==> config.mk <==
export PLATFORM = sky130hd
export DESIGN_NAME = rc4_ksa_engine_flat
export DESIGN_NICKNAME = d
export VERILOG_FILES = /design/src/rtl/rc4_ksa_engine_if.sv /design/src/rtl/rc4_ksa_engine.sv /design/src/flat_wrapper.sv
export SDC_FILE = /design/constraint.sdc
export NUM_CORES = 1
export LEC_CHECK = 0
export CAP_MARGIN = 20
export CORE_MARGIN = 2
export CORE_UTILIZATION = 43
export DETAILED_ROUTE_END_ITERATION = 12
export GPL_TIMING_DRIVEN = 0
export MAX_ROUTING_LAYER = met4
export PLACE_DENSITY_LB_ADDON = 0.3
export SLEW_MARGIN = 20
export SYNTH_ARGS = -nofsm -noshare
export SYNTH_HDL_FRONTEND = slang
export SYNTH_SLANG_ARGS = --single-unit
==> constraint.sdc <==
create_clock -name CLOCK_50 -period 7.75 [get_ports CLOCK_50]
set_input_delay 1.9375 -clock CLOCK_50 [delete_from_list [all_inputs] [get_ports CLOCK_50]]
set_output_delay 1.9375 -clock CLOCK_50 [all_outputs]
set_load 0.01 [all_outputs]
==> src/rtl/rc4_ksa_engine_if.sv <==
// +----------------------------------------------------------------------+
// | rc4_ksa_engine_if : start/busy/done handshake plus S memory port      |
// | Rev 1.0                                                              |
// +----------------------------------------------------------------------+
`default_nettype none

interface rc4_ksa_engine_if #(
  parameter int KEY_LENGTH = 3,
  parameter int ADDR_WIDTH = 8
) ();
  logic                    start;
  logic [KEY_LENGTH*8-1:0] secret_key;
  logic                    busy;
  logic                    done;
  logic [ADDR_WIDTH-1:0]   mem_q;
  logic [ADDR_WIDTH-1:0]   mem_address;
  logic [ADDR_WIDTH-1:0]   mem_data;
  logic                    mem_wren;

  modport slave (
    input  start, secret_key, mem_q,
    output busy, done, mem_address, mem_data, mem_wren
  );

  modport master (
    output start, secret_key, mem_q,
    input  busy, done, mem_address, mem_data, mem_wren
  );
endinterface

`default_nettype wire

==> src/rtl/rc4_ksa_engine.sv <==
// +----------------------------------------------------------------------+
// | rc4_ksa_engine : RC4 key schedule, fills S[i]=i then key-shuffles S   |
// | Rev 1.0                                                              |
// +----------------------------------------------------------------------+
`default_nettype none

module rc4_ksa_engine #(
  parameter int KEY_LENGTH = 3,
  parameter int ADDR_WIDTH = 8
) (
  input  logic            CLOCK_50,
  input  logic            reset_n,
  rc4_ksa_engine_if.slave bus
);

  localparam int KIDX_W = (KEY_LENGTH > 1) ? $clog2(KEY_LENGTH) : 1;
  localparam int KSLOTS = 1 << KIDX_W;
  localparam logic [KIDX_W-1:0] KIDX_LAST = KIDX_W'(KEY_LENGTH - 1);

  localparam logic [3:0] S_IDLE   = 4'd0;
  localparam logic [3:0] S_INIT   = 4'd1;
  localparam logic [3:0] S_RD_I   = 4'd2;
  localparam logic [3:0] S_WAIT_I = 4'd3;
  localparam logic [3:0] S_RD_J   = 4'd4;
  localparam logic [3:0] S_WAIT_J = 4'd5;
  localparam logic [3:0] S_WR_I   = 4'd6;
  localparam logic [3:0] S_WR_J   = 4'd7;
  localparam logic [3:0] S_DONE   = 4'd8;

  logic [3:0]              state_q, state_d;
  logic [ADDR_WIDTH-1:0]   i_q, i_d;
  logic [ADDR_WIDTH-1:0]   j_q, j_d;
  logic [ADDR_WIDTH-1:0]   si_q, si_d;
  logic [KIDX_W-1:0]       kidx_q, kidx_d;
  logic [KEY_LENGTH*8-1:0] key_q, key_d;

  logic [7:0]              key_bytes [KSLOTS];
  logic [ADDR_WIDTH-1:0]   key_ext;
  logic [ADDR_WIDTH-1:0]   jn;
  logic                    last_i;

  // Byte 0 is the most significant key byte; unused slots read as zero.
  for (genvar k = 0; k < KSLOTS; k++) begin : g_key_bytes
    if (k < KEY_LENGTH) begin : g_used
      assign key_bytes[k] = key_q[(KEY_LENGTH-k)*8-1 -: 8];
    end else begin : g_pad
      assign key_bytes[k] = 8'd0;
    end
  end

  if (ADDR_WIDTH > 8) begin : g_key_zext
    assign key_ext = {{(ADDR_WIDTH-8){1'b0}}, key_bytes[kidx_q]};
  end else begin : g_key_trunc
    assign key_ext = key_bytes[kidx_q][ADDR_WIDTH-1:0];
  end

  assign jn     = j_q + bus.mem_q + key_ext;
  assign last_i = &i_q;

  always_ff @(posedge CLOCK_50 or negedge reset_n) begin
    if (!reset_n) begin
      state_q <= S_IDLE;
    end else begin
      state_q <= state_d;
    end
  end

  always_comb begin
    state_d = state_q;
    case (state_q)
      S_IDLE:   state_d = S_IDLE;
      S_INIT:   state_d = last_i ? S_RD_I : S_INIT;
      S_RD_I:   state_d = S_WAIT_I;
      S_WAIT_I: state_d = S_RD_J;
      S_RD_J:   state_d = S_WAIT_J;
      S_WAIT_J: state_d = S_WR_I;
      S_WR_I:   state_d = S_WR_J;
      S_WR_J:   state_d = last_i ? S_DONE : S_RD_I;
      S_DONE:   state_d = S_DONE;
      default:  state_d = S_IDLE;
    endcase
    if (bus.start) begin
      state_d = S_INIT;
    end
  end

  always_ff @(posedge CLOCK_50 or negedge reset_n) begin
    if (!reset_n) begin
      i_q    <= '0;
      j_q    <= '0;
      si_q   <= '0;
      kidx_q <= '0;
      key_q  <= '0;
    end else begin
      i_q    <= i_d;
      j_q    <= j_d;
      si_q   <= si_d;
      kidx_q <= kidx_d;
      key_q  <= key_d;
    end
  end

  always_comb begin
    i_d    = i_q;
    j_d    = j_q;
    si_d   = si_q;
    kidx_d = kidx_q;
    key_d  = key_q;
    case (state_q)
      S_INIT: i_d = i_q + ADDR_WIDTH'(1);
      S_RD_J: begin
        j_d  = jn;
        si_d = bus.mem_q;
      end
      S_WR_J: begin
        if (!last_i) begin
          i_d    = i_q + ADDR_WIDTH'(1);
          kidx_d = (kidx_q == KIDX_LAST) ? '0 : kidx_q + KIDX_W'(1);
        end
      end
      default: ;
    endcase
    // A start in any state discards all schedule progress.
    if (bus.start) begin
      key_d  = bus.secret_key;
      i_d    = '0;
      j_d    = '0;
      kidx_d = '0;
    end
  end

  always_comb begin
    bus.mem_address = '0;
    bus.mem_data    = '0;
    bus.mem_wren    = 1'b0;
    bus.busy        = 1'b0;
    bus.done        = 1'b0;
    case (state_q)
      S_INIT: begin
        bus.mem_address = i_q;
        bus.mem_data    = i_q;
        bus.mem_wren    = 1'b1;
        bus.busy        = 1'b1;
      end
      S_RD_I, S_WAIT_I: begin
        bus.mem_address = i_q;
        bus.busy        = 1'b1;
      end
      S_RD_J: begin
        bus.mem_address = jn;
        bus.busy        = 1'b1;
      end
      S_WAIT_J: begin
        bus.mem_address = j_q;
        bus.busy        = 1'b1;
      end
      S_WR_I: begin
        bus.mem_address = i_q;
        bus.mem_data    = bus.mem_q;
        bus.mem_wren    = 1'b1;
        bus.busy        = 1'b1;
      end
      S_WR_J: begin
        bus.mem_address = j_q;
        bus.mem_data    = si_q;
        bus.mem_wren    = 1'b1;
        bus.busy        = 1'b1;
      end
      S_DONE:  bus.done = 1'b1;
      default: ;
    endcase
  end

endmodule

`default_nettype wire
==> src/flat_wrapper.sv <==
// flat-port wrapper written by rule: the top's interface ports become plain ports
module rc4_ksa_engine_flat 
#(
  parameter int KEY_LENGTH = 3,
  parameter int ADDR_WIDTH = 8
)
  (CLOCK_50, reset_n, bus_start, bus_secret_key, bus_mem_q, bus_busy, bus_done, bus_mem_address, bus_mem_data, bus_mem_wren);
  rc4_ksa_engine_if #(.KEY_LENGTH(KEY_LENGTH), .ADDR_WIDTH(ADDR_WIDTH)) bus_i ();
  input  logic CLOCK_50;
  input  logic reset_n;
  input wire logic [$bits(bus_i.start)-1:0] bus_start;
  input wire logic [$bits(bus_i.secret_key)-1:0] bus_secret_key;
  input wire logic [$bits(bus_i.mem_q)-1:0] bus_mem_q;
  output wire logic [$bits(bus_i.busy)-1:0] bus_busy;
  output wire logic [$bits(bus_i.done)-1:0] bus_done;
  output wire logic [$bits(bus_i.mem_address)-1:0] bus_mem_address;
  output wire logic [$bits(bus_i.mem_data)-1:0] bus_mem_data;
  output wire logic [$bits(bus_i.mem_wren)-1:0] bus_mem_wren;
  assign bus_i.start = bus_start;
  assign bus_i.secret_key = bus_secret_key;
  assign bus_i.mem_q = bus_mem_q;
  assign bus_busy = bus_i.busy;
  assign bus_done = bus_i.done;
  assign bus_mem_address = bus_i.mem_address;
  assign bus_mem_data = bus_i.mem_data;
  assign bus_mem_wren = bus_i.mem_wren;
  rc4_ksa_engine #(.KEY_LENGTH(KEY_LENGTH), .ADDR_WIDTH(ADDR_WIDTH)) u_core (.CLOCK_50(CLOCK_50), .reset_n(reset_n), .bus(bus_i));
endmodule
==> metrics, run 1 <==
Leak Pwr roughly 1.7 nW; post-route non-filler standard cell count roughly 470; H-Tree Depth 2; global-route wire length before repair ~12000 um; proportion of total power due to net switching 0.255; total CTS buffers 5; final-report setup violation count 0; total wirelength of the detailed-routed design 7390 um; Psw 0.155 mW; Seq/Total Area, Yosys 0.431; setup repair after global routing missed its margin no; data required time at the worst endpoint 5810 ps; Yosys warning total 0; Mapped Area around 3100 um^2; global placer's final weighted congestion slightly below 0.9; worst rel slew slack 0.414; placeable core area between 7000 and 8000 um^2; root buffer cell sky130_fd_sc_hd__clkbuf_8; final worst setup slack between 700 and 800 ps; initial antenna violation count 0; Max Freq around 140 MHz; Post-Place Worst Slack ~770 ps; worst-case clock buffer depth 2; total global routing overflow 0; total I/O pin count between 50 and 60; clock group share of total power 0.306; count of different cell masters after synthesis 45; count of port buffers added during placement between 50 and 60; die span in y between 80 and 90 um; post-synthesis instance total ~300; Critical Path AT a little over 5000 ps; hold-fix buffers at CTS 0; crit-path max FO 3; Rows 31; category of the worst setup path capture point output pin; area grow syn2layout 23.9%; number of cells in the design after placement 460; GRT Util Overall 0.208; via-per-instance ratio roughly 5.4; Final Slew Violations 0; Inserted Diodes 0; flops & latches, synth 54; final period utilization 0.905; slew at the pin closest to its max-slew limit just under 900 ps; fill cell count about 660; area taken by multi-input logic gates around 1600 um^2; part of the total power dissipated in combinational logic 0.185; iteration-0 DRC count of the detailed router roughly 190; number of clock sinks 54; combined flip-flop and latch cell area 1350 um^2; cell internal power dissipation about 0.45 mW; Post-Syn Area per Cell just over 10 um^2; total vias in the final route between 2000 and 3000; share of cells above drive strength 1 0.130; summed negative setup slack over all endpoints 0 ps; Syn Nets roughly 360; number of antenna-violating nets in the routed design 0; layout net count 418; insertion delay to the later sink of the worst-skew pair 300 ps; class of the worst hold path register to register; Hold Fails Final Rpt 0; Initial Utilization 0.437; # Post-CTS Setup Buffers 0; number of global-route vias before repair between 2000 and 3000; Die Footprint 7990 um^2; leading cell type in the layout, fill and taps excluded sky130_fd_sc_hd__dfrtp_1; Pre-Repair DR Iteration Count 8; maximum number of pins on one net before global-route repair 55; Remaining DRCs 0; Worst Path Class, Setup input pin to output pin; outcome complete, no violations; CTS clk-pin slew, worst paths 100 ps; Clock Skew about 5.9 ps; CTS tree done; power density over cell area about 160 nW/um^2; commonest cells after routing, fill and taps aside sky130_fd_sc_hd__dfrtp_1 (54), sky130_fd_sc_hd__nand2_1 (53), sky130_fd_sc_hd__clkdlybuf4s50_1 (51), sky130_fd_sc_hd__mux2_2 (24), sky130_fd_sc_hd__nor2_1 (22); Peak supply drop just over 0.1 mV; sum of net half-perimeters after detailed placement ~5500 um; Die Wd 89.4 um; max capacitance violation total 0; routed length per instance ~16 um; Final min period around 7000 ps; Seq pwr share 0.509; # resized after CTS 0; startpoint types input pin
routing by layer:
| metal | track usage | vias to the layer above | share of wire |
|---|---|---|---|
| met5 | - | - | 0 |
| met4 | 0.0353 | 0 | 0.0014 |
| met3 | 0.0342 | 2 | 0.052 |
| met2 | 0.328 | 83 | 0.48 |
| met1 | 0.290 | 1240 | 0.47 |
| li1 | - | 1202 | - |
cell type report:
type                    instances  area share
flip-flops and latches         54       0.348
well taps                      99      0.0319
plain buffers                  20      0.0309
clock inverters                 2     0.00998
multi-input cells             221       0.415
clock buffers                   5      0.0177
repair buffers                 52       0.133
inverters                      14      0.0135
path summary, 6_finish.rpt:
path / start / slack, ps / cells after the start / to
worst max-delay path: bus_mem_q[1] / 730 / 11 / bus_mem_address[7]
worst min register to register: u_core.si_q[6] / 490 / 2 / u_core.si_q[6]
worst min-delay path: u_core.si_q[6] / 490 / 2 / u_core.si_q[6]
min in group asynchronous: reset_n / 1670 / 1 / u_core.state_q[2]
max in group asynchronous: reset_n / 5620 / 1 / u_core.j_q[3]
worst max register to register: u_core.kidx_q[1] / 4680 / 12 / u_core.j_q[7]
power groups by stage:
stage	Sequential (mW)	Clock [mW]	Combinational, mW
floorplan	0.312	0	0.0664
global placement	0.314	0	0.109
detailed placement	0.315	0	0.111
CTS	0.309	0.192	0.112
global route	0.311	0.204	0.126
finish	0.309	0.186	0.113
worst max-delay path, cell delays in order:
cell                              delay, ps
sky130_fd_sc_hd__clkdlybuf4s50_1        490
sky130_fd_sc_hd__fa_1                   570
sky130_fd_sc_hd__ha_1                   200
sky130_fd_sc_hd__inv_1                   70
sky130_fd_sc_hd__fa_1                   410
sky130_fd_sc_hd__nor2b_1                170
sky130_fd_sc_hd__o31ai_1                110
sky130_fd_sc_hd__o2bb2ai_1              190
sky130_fd_sc_hd__xor2_1                 160
sky130_fd_sc_hd__o21ai_0                200
sky130_fd_sc_hd__clkdlybuf4s50_1        570
metrics by stage:
| step | power (mW) | util | area, um^2 | hold WS (ps) |
|---|---|---|---|---|
| 2_1_floorplan | 0.378 | - | 3140 | 446 |
| 3_3_place_gp | 0.423 | 0.527 | 3780 | 459 |
| 6_report | 0.608 | 0.542 | 3890 | 488 |
| 3_5_place_dp | 0.426 | 0.527 | 3780 | 466 |
| 4_1_cts | 0.614 | 0.542 | 3890 | 490 |
| 5_1_grt | 0.640 | 0.542 | 3890 | 507 |
flip-flops by register name (all words and copies together) (netlist names):
name            flops
u_core.state_q      4
u_core.i_q          8
u_core.key_q       24
u_core.kidx_q       2
u_core.j_q          8
u_core.si_q         8
cells by family (layout without fill, tap and decap cells):
group,Yosys count,after routing,share of synthesized area
buf+inv,34,93,0.0550
fa+ha+maj,15,15,0.0790
xor+xnor,13,13,0.0363
flops,54,54,0.431
mux,35,35,0.121
simple gates,100,100,0.144
compound gates,58,58,0.133
synth_stat cells (all sizes together):
| master | number | share of area |
|---|---|---|
| clkbuf | 8 | 0.0096 |
| a21boi | 1 | 0.0024 |
| o21a | 1 | 0.0024 |
| o211ai | 1 | 0.0024 |
| nand2 | 53 | 0.063 |
| o2bb2ai | 2 | 0.0076 |
| nand4 | 1 | 0.0020 |
| mux2i | 11 | 0.035 |
| nor4bb | 1 | 0.0032 |
| a31oi | 1 | 0.0020 |
| ha | 7 | 0.028 |
| or3 | 2 | 0.0040 |
| and3 | 1 | 0.0020 |
| a221o | 1 | 0.0032 |
| a21oi | 14 | 0.022 |
| nand3b | 2 | 0.0048 |
| a211oi | 4 | 0.011 |
| dfrtp | 54 | 0.43 |
| a22oi | 4 | 0.0096 |
| nor3 | 3 | 0.0048 |
| buf | 12 | 0.029 |
| xnor2 | 10 | 0.028 |
| a222oi | 11 | 0.035 |
| a211o | 1 | 0.0028 |
| and4b | 1 | 0.0032 |
| mux2 | 24 | 0.086 |
| inv | 14 | 0.017 |
| o21bai | 2 | 0.0048 |
| fa | 8 | 0.051 |
| nor4b | 2 | 0.0076 |
| o21ai | 12 | 0.020 |
| a21o | 1 | 0.0024 |
| xor2 | 3 | 0.0084 |
| nand3 | 7 | 0.011 |
| o31ai | 2 | 0.0048 |
| nor2 | 22 | 0.026 |
| nor2b | 2 | 0.0040 |
| nor3b | 1 | 0.0040 |
| and2 | 2 | 0.0040 |
(Power assumes the default switching activity.)
==> run 2: changes to the inputs <==
--- a/config.mk
+++ b/config.mk
@@ -7,7 +7,7 @@
 export LEC_CHECK = 0
 export CAP_MARGIN = 20
 export CORE_MARGIN = 2
-export CORE_UTILIZATION = 43
+export CORE_UTILIZATION = 35
 export DETAILED_ROUTE_END_ITERATION = 12
 export GPL_TIMING_DRIVEN = 0
 export MAX_ROUTING_LAYER = met4
==> run 2 against run 1 <==
Final cell count rose by 2.1%; first-iteration DRC count is 7.4% lower; die area rose by 22%; highest routed layer unchanged.
==> metrics, run 2 (synthesis results as in run 1) <==
outcome complete, no violations; # resized after CTS 0 (unchanged); sum of net half-perimeters after detailed placement 5670 um (+3.7%); critical register-to-register path startpoint u_core.kidx_q[0]; startpoint of the tightest hold check path u_core.si_q[0]; iteration-0 DRC count of the detailed router 174 (-7.4%); setup repair after global routing missed its margin no; commonest cells after routing, fill and taps aside sky130_fd_sc_hd__dfrtp_1 (54), sky130_fd_sc_hd__nand2_1 (53), sky130_fd_sc_hd__clkdlybuf4s50_1 (51), sky130_fd_sc_hd__mux2_2 (24), sky130_fd_sc_hd__nor2_1 (22); final-report setup violation count 0 (unchanged); register bank with the most flops u_core.key_q; Post-Place Worst Slack 783 ps (+11.7 ps); hold-fix buffers at CTS 0 (unchanged); Setup crit start bus_mem_q[1]; Initial Utilization 0.360 (-0.0775); fill cell count 825 (+24%); maximum number of pins on one net before global-route repair 55 (unchanged); final period utilization 0.897 (-0.00844); worst-case clock buffer depth 2 (unchanged); Rows 34 (+9.7%); count of port buffers added during placement 52 (unchanged); total vias in the final route 2477 (-2.0%); Remaining DRCs 0 (unchanged); leading cell type in the layout, fill and taps excluded sky130_fd_sc_hd__dfrtp_1; final worst setup slack 800 ps (+65.4 ps); total global routing overflow 0 (unchanged); category of the worst setup path capture point output pin; Critical Path AT 5010 ps (-70 ps); slew at the pin closest to its max-slew limit 969 ps (+91.3 ps); Die Footprint 9740 um^2 (+22%); Die Wd 98.7 um (+10%); Inserted Diodes 0 (unchanged); share of cells above drive strength 1 0.133 (+0.00236); number of antenna-violating nets in the routed design 0 (unchanged); global placer's final weighted congestion 0.825 (-6.7%); root buffer cell sky130_fd_sc_hd__clkbuf_8; data required time at the worst endpoint 5810 ps (about the same); Hold WS 490 ps (+1.76 ps); die span in y 98.7 um (+10%); power density over cell area 153 nW/um^2 (-2.2%); Pre-Repair DR Iteration Count 5 (-3); crit path max-delay cell type sky130_fd_sc_hd__fa_1; startpoint types input pin; crit-path max FO 3 (unchanged); max reg flops 24 (unchanged); insertion delay to the later sink of the worst-skew pair 310 ps (about the same); GRT Util Overall 0.169 (-0.0391); total I/O pin count 54 (unchanged); number of global-route vias before repair 2440 (-2.6%); Worst Path Class, Setup input pin to output pin; total wirelength of the detailed-routed design 7790 um (+5.3%); Clock Skew 3.94 ps (-1.94 ps); layout net count 418 (unchanged); total CTS buffers 5 (unchanged); Leak Pwr 1.67 nW (-0.17%); CTS tree done; summed negative setup slack over all endpoints 0 ps (unchanged); Tot Pwr 0.595 mW (-2.1%); combined flip-flop and latch cell area 1350 um^2 (unchanged); post-route non-filler standard cell count 477 (+2.1%); Max Freq 144 MHz (+0.94%); initial antenna violation count 0 (unchanged); CP max stage delay 560 ps (about the same); cell breakdown of the critical path clkdlybuf4s50_1 -> fa_1 -> ha_1 -> inv_1 -> fa_1 -> nor2b_1 -> o31ai_1 -> o2bb2ai_1 -> xor2_1 -> o21ai_0 -> clkdlybuf4s50_1; CTS clk-pin slew, worst paths 100 ps (about the same); worst rel slew slack 0.353 (-0.0610); max capacitance violation total 0 (unchanged); Final min period 6950 ps (-65.4 ps); area grow syn2layout 24.0% (about the same); H-Tree Depth 2 (unchanged); number of clock sinks 54 (unchanged); Hold Fails Final Rpt 0 (unchanged); placeable core area 8720 um^2 (+22%); Peak supply drop 0.0855 mV (-17%); global-route wire length before repair 12600 um (+2.1%); Final Slew Violations 0 (unchanged); area taken by multi-input logic gates 1610 um^2 (unchanged); via-per-instance ratio 5.19 (-4.0%); class of the worst hold path register to register; routed length per instance 16.3 um (+3.1%); number of cells in the design after placement 469 (+2.0%); # Post-CTS Setup Buffers 0 (unchanged)
## run 2: cell types whose count changed in the layout (fill, tap and decap cells not counted)
cell / before / now
sky130_fd_sc_hd__clkbuf_8: 5 / 6
sky130_fd_sc_hd__clkinv_4: 1 / 2
sky130_fd_sc_hd__bufinv_16: 1 / 0
## run 2: stage by stage
| stage | utilization | cell area [um^2] |
|---|---|---|
| 2_1_floorplan | - | 3140 |
| 4_1_cts | 0.446 | 3890 |
| 3_3_place_gp | 0.435 | 3790 |
| 5_1_grt | 0.446 | 3890 |
| 6_report | 0.446 | 3890 |
| 3_5_place_dp | 0.435 | 3790 |
## run 2: per-layer routing
layer	track usage	part of all wire
met1	0.244	0.46
met2	0.251	0.46
met3	0.0291	0.070
met4	0.0390	0.0063
met5	-	0
## run 2: worst paths after layout
path	endpoint	slack (ps)	cells after the start
setup / recovery	bus_mem_address[7]	800	11
setup reg to reg	u_core.j_q[7]	4730	11
min in group asynchronous	u_core.si_q[5]	1660	1
hold / removal	u_core.si_q[0]	490	2
hold reg to reg	u_core.si_q[0]	490	2
max in group asynchronous	u_core.j_q[1]	5620	1
## run 2: worst max-delay path: cells and delay by family
kind / cells / cell delay (ps)
xor+xnor: 1 / 150
fa+ha+maj: 3 / 1170
simple gates: 1 / 160
buf+inv: 3 / 1120
compound gates: 3 / 470
## run 2: area by class of cell
type / count / area share
inverters: 14 / 0.0135
clock inverters: 2 / 0.00450
clock buffers: 6 / 0.0212
flip-flops and latches: 54 / 0.347
multi-input cells: 221 / 0.415
well taps: 108 / 0.0347
repair buffers: 52 / 0.133
plain buffers: 20 / 0.0309
## run 2: power breakdown
part           switching, mW  internal, mW
Combinational         0.0537        0.0586
Sequential           0.00980         0.299
Clock                  0.100        0.0739
Total                  0.164         0.431
